$ cat src/rtl/io_conditioner.sv
// io_conditioner: input synchronisers, button debounce and reset sequencer.
// Defining IO_CONDITIONER_GLITCH_FILTER_EN adds a 2-of-3 majority filter on int_out.
module io_conditioner #(
  parameter int NUM_IN = 2,
  parameter int SYNC_STAGES = 2,
  parameter logic [NUM_IN-1:0] IDLE_MASK = {NUM_IN{1'b1}},
  parameter int POR_CYCLES = 3,
  parameter int DEBOUNCE_CYCLES = 16
) (
  input  logic              clk,
  input  logic              resetn,
  input  logic              btn_n,
  input  logic [NUM_IN-1:0] ext_in,
  output logic [NUM_IN-1:0] int_out,
  output logic              btn_pressed,
  output logic              btn_event,
  output logic              sys_resetn
);
  localparam int DW = $clog2(DEBOUNCE_CYCLES + 1);
  localparam int PW = $clog2(POR_CYCLES + 1);
  typedef enum logic [1:0] {POR_WAIT, RUN, HELD} state_t;
  logic [NUM_IN-1:0] in_q [SYNC_STAGES];
  logic [SYNC_STAGES-1:0] btn_q;
  logic [DW-1:0] db_cnt;
  logic [PW-1:0] por_ctr;
  logic btn_raw, differ;
  state_t state;
  assign btn_raw = ~btn_q[SYNC_STAGES-1];
  assign differ = btn_raw ^ btn_pressed;
  always_ff @(posedge clk or negedge resetn)
    if (!resetn) begin
      for (int i = 0; i < SYNC_STAGES; i++) in_q[i] <= IDLE_MASK;
      btn_q <= '1;
    end else begin
      in_q[0] <= ext_in;
      for (int i = 1; i < SYNC_STAGES; i++) in_q[i] <= in_q[i-1];
      btn_q <= {btn_q[SYNC_STAGES-2:0], btn_n};
    end
`ifdef IO_CONDITIONER_GLITCH_FILTER_EN
  logic [NUM_IN-1:0] h1, h2, s;
  assign s = in_q[SYNC_STAGES-1];
  always_ff @(posedge clk or negedge resetn)
    if (!resetn) begin
      h1 <= IDLE_MASK;
      h2 <= IDLE_MASK;
      int_out <= IDLE_MASK;
    end else begin
      h1 <= s;
      h2 <= h1;
      int_out <= (s & h1) | (s & h2) | (h1 & h2);
    end
`else
  assign int_out = in_q[SYNC_STAGES-1];
`endif
  // counter only advances while the synced level disagrees, so it never exceeds DEBOUNCE_CYCLES-1
  always_ff @(posedge clk or negedge resetn)
    if (!resetn) begin
      db_cnt <= '0;
      btn_pressed <= 1'b0;
      btn_event <= 1'b0;
    end else begin
      btn_event <= 1'b0;
      if (!differ) db_cnt <= '0;
      else if (db_cnt >= DW'(DEBOUNCE_CYCLES - 1)) begin
        btn_pressed <= btn_raw;
        btn_event <= btn_raw;
        db_cnt <= '0;
      end else db_cnt <= db_cnt + 1'b1;
    end
  always_ff @(posedge clk or negedge resetn)
    if (!resetn) begin
      state <= POR_WAIT;
      por_ctr <= PW'(POR_CYCLES);
      sys_resetn <= 1'b0;
    end else
      case (state)
        POR_WAIT:
          if (btn_pressed) state <= HELD;
          else if (por_ctr == '0) begin
            state <= RUN;
            sys_resetn <= 1'b1;
          end else por_ctr <= por_ctr - 1'b1;
        RUN:
          if (btn_pressed) begin
            state <= HELD;
            sys_resetn <= 1'b0;
          end
        HELD:
          if (!btn_pressed) begin
            state <= POR_WAIT;
            por_ctr <= PW'(POR_CYCLES);
          end
        default: state <= POR_WAIT;
      endcase
endmodule

$ cat config.mk
export PLATFORM = sky130hd
export DESIGN_NAME = io_conditioner
export DESIGN_NICKNAME = d
export VERILOG_FILES = /design/src/rtl/io_conditioner.sv
export SDC_FILE = /design/constraint.sdc
export NUM_CORES = 1
export LEC_CHECK = 0
export ABC_AREA = 1
export CAP_MARGIN = 20
export CORE_MARGIN = 2
export CORE_UTILIZATION = 51
export DETAILED_ROUTE_END_ITERATION = 12
export PLACE_DENSITY = 0.79
export SYNTH_ARGS = -nofsm -noshare
export SYNTH_HDL_FRONTEND = slang
export SYNTH_SLANG_ARGS = --single-unit
$ cat constraint.sdc
create_clock -name clk -period 1.4 [get_ports clk]
set_input_delay 0.28 -clock clk [delete_from_list [all_inputs] [get_ports clk]]
set_output_delay 0.28 -clock clk [all_outputs]
set_load 0.005 [all_outputs]
# --- Word-level counts from Yosys, hierarchy flattened ---
# Index checks and enable logic that the tools add are counted.
word_totals:
  register_bits: 18
  latchBits: 0
  mem_bits_rw: 0
  mem_bits_ro: 0
  in_bits: 5
  output_inout_bits: 5
  word_cells: 47
  memories: 0
op_classes:
  add_sub_neg: 2
  n_mul: 0
  div: 0
  order_cmp: 1
  n_eq_ne: 8
  shifts: 0
  n_mux: 17
  bitwise_logic: 2
  reduce_logical: 8
op_table:
  columns: ["op", "n"]
  rows:
  - ["$mux 2", 7]
  - ["$mux 5", 2]
  - ["$ne 2x2->1 const B", 5]
  - ["$reduce_and 4->1", 2]
  - ["$pmux 2 s3", 1]
  - ["$add 5x1->5 const B", 1]
  - ["$ge 5x4->1 const B", 1]
  - ["$mux 1", 5]
  - ["$logic_not 2->1", 2]
  - ["$pmux 2 s2", 1]
  - ["$reduce_bool 2->1", 2]
  - ["$ne 3x3->1 const B", 1]
  - ["$reduce_and 3->1", 1]
  - ["$eq 2x1->1 const B", 1]
  - ["$eq 2x2->1 const B", 1]
  - ["$pmux 1 s2", 1]
  - ["$reduce_and 2->1", 1]
  - ["$sub 2x1->2 const B", 1]
  - ["$not 1->1", 1]
  - ["$xor 1x1->1", 1]

# --- Depth between registers and ports, before layout ---
# Gate-level depths: netlist of run 1.
logic_depth:
  ltp_word: 4
  depth_mapped: 8
  depth_no_buf: 8

# --- Least setup slack after synthesis of run 1 ---
# OpenSTA, ideal clock, no wires.
synth_path:
  path_kind: "register to register"
  start: "register db_cnt[0]"
  end: "register btn_event"
  setup_time_ns: 0.126
  arrival_ns: 1.163
  setup_slack_ns: 0.111
  path_stages_with_launch: 9
  path_buffers: 0
  synth_period_minus_slack_ns: 1.289
  cell_sequence: "dfrtp_1 ha_1 nand2_1 nor2_1 ha_1 nor2_2 nand2_1 nand2_1 nor2_1"
synth_via:
  elab_chain_len: 3
synth_rtl:
  columns: ["element", "line", "text"]
  rows:
  - ["start: declaration", "24", "logic [DW-1:0] db_cnt;"]
  - ["start signal: assignment", "68", "end else db_cnt <= db_cnt + 1'b1;"]
  - ["$ge 5x4->1", "64", "else if (db_cnt >= DW'(DEBOUNCE_CYCLES - 1)) begin"]
  - ["$mux 1", "64", null]
  - ["$mux 1", "63", "if (!differ) db_cnt <= '0;"]
  - ["end signal: assignment", "66", "btn_event <= btn_raw;"]
  - ["end: declaration", "16", "output logic btn_event,"]
# No other way between the ends.
# A chain may end at the register's enable or synchronous reset.

# --- Final worst setup path of run 1 ---
layout_path:
  start: "register db_cnt[1]"
  end: "register btn_event"
# Same word-level chain as after synthesis.

==> results of run 1 <==
==> worst reg2reg max path, delay by kind of cell, from the launching register on <==
kind | cells | cell delay (ns)
adders and majority gates | 2 | 0.38
DFF | 1 | 0.40
and+or+nand+nor | 6 | 0.45
==> cells in the mapped netlist (all sizes together) <==
cell    instances  area (µm²)
nand4           1        12.5
dfstp           8         210
nand3           5        30.0
ha              3        37.5
dfrtp          10         250
buf             2        15.0
a21boi          1        7.51
xnor2           1        8.76
a21oi           2        10.0
o21ai           3        15.0
nor2           10        40.0
inv            10        37.5
nand2          17        63.8
==> through the flow <==
step                util [%]  setup TNS, ns  instance area (µm²)  hold slack (ns)
CTS                     65.6              0                  875            0.304
finish                  67.8              0                  905            0.293
global route            67.8        -0.0116                  905            0.317
floorplan                  -              0                  738          -0.0156
global placement        64.1              0                  855            0.345
detailed placement      64.1              0                  855            0.348
==> power breakdown <==
part | internal (W) | switching, W | total [W]
Clock | 0.000111 | 0.000147 | 0.000258
Combinational | 0.0000551 | 0.0000549 | 0.000110
Sequential | 0.000563 | 0.0000153 | 0.000578
Total | 0.000729 | 0.000217 | 0.000946
==> layout make-up <==
type | count | area (µm²) | share of cell area, %
flip-flops and latches | 18 | 460 | 50.9
multi-input cells | 43 | 248 | 27.4
repair buffers | 13 | 114 | 12.6
inverters | 10 | 37.5 | 4.15
clock buffers | 4 | 26.3 | 2.90
well taps | 15 | 18.8 | 2.07
==> flip-flops by register name (all words and copies together), names as in the netlist <==
name,count
por_ctr,2
state,2
btn_q,2
in_q,2
sys_resetn,1
db_cnt,5
btn_event,1
int_out,2
btn_pressed,1
==> logic make-up after synthesis <==
group,Yosys count
AO/OA/AOI/OAI,6
AND/OR/NAND/NOR,33
XOR/XNOR,1
buffers and inverters,12
adder cells (fa/ha/maj),3
flip-flops,18
==> final timing paths <==
check | startpoint | end | slack (ns) | cells after the start
min in group clk | in_q[2] | int_out[0] | 0.36 | 0
setup / recovery | db_cnt[1] | btn_event | 0.08 | 8
hold / removal | resetn | db_cnt[3] | 0.29 | 2
setup reg to reg | db_cnt[1] | btn_event | 0.08 | 8
hold reg to reg | in_q[2] | int_out[0] | 0.36 | 0
max in group asynchronous | resetn | int_out[0] | 0.85 | 2
==> layer usage <==
metal | part of all wire (%) | wire length (µm) | up-vias
met3 | 3.5 | 41 | 5
met2 | 55 | 652 | 11
met4 | 3.0 | 35 | 0
li1 | - | - | 254
met5 | 0 | 0 | -
met1 | 38 | 456 | 245
==> repair_timing <==
item	in CTS	in global routing
setup buffers	0	1
pin swaps	0	4
endpoints found under the setup margin	5	7
resized for setup	5	6
==> impl_metrics.yaml, run 1 <==
status:
  status: "finished clean"
logic_synthesis:
  synth-compound-area-share_pct: 4.41
  ys_seq_area_share_pct: 62.4
  synthCells: 73
  synth.avg_cell_area_um2: 10.1
  synth_nets: 81
  ys_ff_latch: 18
  synth_mux_area_share_pct: 0
  synthXorXnorAreaFrac_pct: 1.19
  ys_warn_count: 0
  yosys.area_share.simple_pct: 19.8
  syn_area_um2: 738
  synth_top_family_by_area: "simple AND/OR/NAND/NOR gates"
  yosys.area_share.adder_pct: 5.08
  synth_cell_type_count: 16
sta:
  fmaxAchievable_ghz: 0.755
  drv_slew: 0
  skew_ns: 0.00958
  period_needed_ns: 1.32
  timing.final.ws_setup_ns: 0.0761
  hold_viol_final: 0
  tightest_slew_ns: 0.213
  setup_viol: 0
  max_slew_margin_pct: 85.8
  fin_crit_sh_pct: 94.6
die:
  chipWidth_um: 42.0
  rows: 13
  core-area_mm2: 0.00133
  die_y_um: 42.0
  die-area_mm2: 0.00177
  start_util_pct: 55.3
  ios: 10
run:
  cap_violations: 0
grt:
  gr-usage-met2_pct: 26.9
  overflow: 0
  antenna_found_initial: 0
  grt_pass1_wl_um: 2000
  track_usage_pct: 15.3
  grt_util_met3_pct: 2.59
  grt_max_degree: 19
  top_usage_layer: "met2"
  grt_pass1_vias: 503
  gr-usage-met1_pct: 17.2
worst_setup_path:
  path_max_fanout: 3
  setup.worst_path.start_class: "flip-flop"
  cp_slowest_cell: "dfrtp_1"
  slowest_delay_ns: 0.40
  end_kind: "flip-flop"
  crit_required_ns: 1.59
  critPathBufInv: 0
  setup.worst_path.class: "flip-flop to flip-flop"
  arrival_ns: 1.51
  worstPathCellList: "ha_2 -> nand2_1 -> nor2_1 -> ha_2 -> nor2_4 -> nand2_1 -> nand2_2 -> nor2_1"
  critPathTopFamily: "simple AND/OR/NAND/NOR gates"
drt:
  routedWlPerCell_um: 11.5
  wirelength_um: 1190
  drtAntennaViolNets: 0
  drt_iter0_drc: 6
  vias_per_cell: 5.00
  route.detailed.drc: 0
  dr.pass1.iters: 4
  vias: 515
cells_and_area:
  nNetsFinal: 97
  antenna_cells: 0
  finalNonFillerCells: 103
  n_fill_cell: 113
  drive_gt1_share_pct: 25.0
  syn_to_final_growth_pct: 22.5
  final_common_cell: "nand2_1"
  final_cell_mix: "nand2_1, inv_1, dfrtp_1"
placed_design:
  globalplace.congestion: 0.775
  dpl_worst_slack_ns: 0.0392
  io_buffers: 9
  place_inst: 98
  dp_hpwl_um: 891
clocking:
  insertion_delay_ns: 0.29
  htreeDepth: 1
  cts_tree: "built"
  cts_buffer_depth: 2
  path_clk_slew_ns: 0.10
  cts-buffers-inserted: 3
  root_buffer: "clkbuf_4"
  ctsHoldBuffers: 0
  cts.sinks: 18
worst_hold_path:
  hp-class: "primary input to asynchronous set/reset pin"
power:
  power_leakage_nw: 0.436
  p_per_area_mw_per_mm2: 1050
  vdd_drop_max_uv: 714
  power_w: 0.000946
Note: power is estimated with default switching activity, not from simulation.
==> run 2: changes to the inputs <==
CORE_MARGIN = default   (was 2)
==> impl_metrics.yaml, run 2 (synthesis results as in run 1) <==
status:
  status: "finished clean"
grt:
  grt_max_degree: 19
  grt_pass1_vias: 412
  overflow: 0
  track_usage_pct: 17.1
  antenna_found_initial: 0
  grt_pass1_wl_um: 1700
worst_setup_path:
  worstPathCellList: "ha_2 -> nand2_1 -> nor2_1 -> ha_2 -> nor2_4 -> nand3_4 -> nor2_2"
  cp_slowest_cell: "dfrtp_1"
  timing.rr.end: "db_cnt[4]"
  setup.worst_path.start_class: "flip-flop"
  slowest_delay_ns: 0.41
  arrival_ns: 1.54
  setup.worst_path.class: "flip-flop to flip-flop"
  cpMostUsedCell: "ha_2"
  r2r-start: "db_cnt[1]"
  crit_required_ns: 1.61
  r2r_cells: 7
  critPathBufInv: 0
  path_max_fanout: 5
  end_kind: "flip-flop"
  critPathTopFamily: "simple AND/OR/NAND/NOR gates"
  cp.depth: 7
  reg2reg_slack_ns: 0.07
drt:
  routedWlPerCell_um: 10.3
  wirelength_um: 1060
  vias_per_cell: 4.93
  drt_iter0_drc: 10
  vias: 508
  route.detailed.drc: 0
  dr.pass1.iters: 4
  drtAntennaViolNets: 0
clocking:
  cts_tree: "built"
  htreeDepth: 1
  path_clk_slew_ns: 0.10
  root_buffer: "clkbuf_4"
  cts.sinks: 18
  cts_buffer_depth: 2
  ctsHoldBuffers: 0
  insertion_delay_ns: 0.28
  cts-buffers-inserted: 3
die:
  core-area_mm2: 0.00132
  die-area_mm2: 0.00160
  die_y_um: 40.0
  start_util_pct: 56.0
  chipWidth_um: 40.0
  rows: 13
  ios: 10
cells_and_area:
  final_common_cell: "nand2_1"
  largest_reg_flops: 5
  multiInputGateArea_um2: 250
  register_area_um2: 460
  drive_gt1_share_pct: 27.3
  nNetsFinal: 97
  syn_to_final_growth_pct: 24.7
  antenna_cells: 0
  top_register: "db_cnt"
  finalNonFillerCells: 103
  final_cell_mix: "nand2_1, inv_1, dfrtp_1"
  n_fill_cell: 104
  final_core_util_pct: 69.9
placed_design:
  globalplace.congestion: 0.648
  io_buffers: 9
  place_inst: 98
  dp_hpwl_um: 802
  dpl_worst_slack_ns: 0.0164
sta:
  hold_viol_final: 0
  fin_crit_sh_pct: 94.7
  drv_slew: 0
  skew_ns: 0.00608
  period_needed_ns: 1.33
  max_slew_margin_pct: 85.6
  timing.final.ws_setup_ns: 0.0747
  setup_viol: 0
  fmaxAchievable_ghz: 0.755
  tightest_slew_ns: 0.217
  finalSetupTns_ns: 0
power:
  vdd_drop_max_uv: 804
  power_leakage_nw: 0.454
  p_per_area_mw_per_mm2: 1070
run:
  cap_violations: 0
worst_hold_path:
  hp-class: "primary input to asynchronous set/reset pin"
run 2: changes by cell type in the layout (fill, tap and decap cells not counted), sizes merged:
cell,change
dlygate4sd2,-1
dlymetal6s2s,+1
run 2: how the worst max path moves through the flow:
stage	from	end	slack (ns)
6_report	db_cnt[1]	db_cnt[4]	0.07
5_1_grt	db_cnt[1]	db_cnt[4]	-0.005
4_1_cts	db_cnt[1]	db_cnt[4]	-0.005
3_3_place_gp	db_cnt[1]	db_cnt[2]	0.09
2_1_floorplan	db_cnt[0]	btn_event	0.11
3_5_place_dp	db_cnt[1]	db_cnt[4]	0.02
run 2: timing repair:
item / 4_1_cts / 5_1_grt
setup buffers: 0 / 1
pin swaps: 0 / 3
gates resized for setup: 4 / 8
endpoints found under the setup margin: 5 / 8
run 2: layout make-up:
class / count / share of cell area [%]
Tap cell: 15 / 2.04
Timing Repair Buffer: 13 / 12.8
Multi-Input combinational cell: 43 / 27.2
Inverter: 10 / 4.08
Clock buffer: 4 / 3.94
Sequential cell: 18 / 50.0
run 2: per-stage QoR:
step                cell area (µm²)  power [W]  hold WS [ns]
detailed placement              855   0.000694         0.347
finish                          921   0.000989         0.313
global route                    921    0.00104         0.320
floorplan                       738   0.000642       -0.0156
CTS                             886   0.000998         0.317
global placement                855   0.000689         0.345
run 2: worst reg2reg max path, delay by kind of cell, from the launching register on:
| family | cells | cell delay [ns] |
|---|---|---|
| flops | 1 | 0.41 |
| simple gates | 5 | 0.47 |
| fa+ha+maj | 2 | 0.38 |
run 2: report_power, final:
group	internal, W	switching [W]	total [W]	leakage [nW]
Combinational	0.0000529	0.0000512	0.000104	0.222
Sequential	0.000563	0.0000165	0.000579	0.211
Clock	0.000158	0.000147	0.000305	0.0210
Total	0.000774	0.000215	0.000989	0.454
run 2: routing by layer:
| layer | vias to the layer above | global-route usage [%] | part of all wire [%] |
|---|---|---|---|
| met1 | 245 | 22.0 | 45 |
| met2 | 8 | 25.4 | 50 |
| met4 | 0 | 10.3 | 1.0 |
| li1 | 253 | - | - |
| met3 | 2 | 5.00 | 3.8 |
| met5 | - | 0 | 0 |
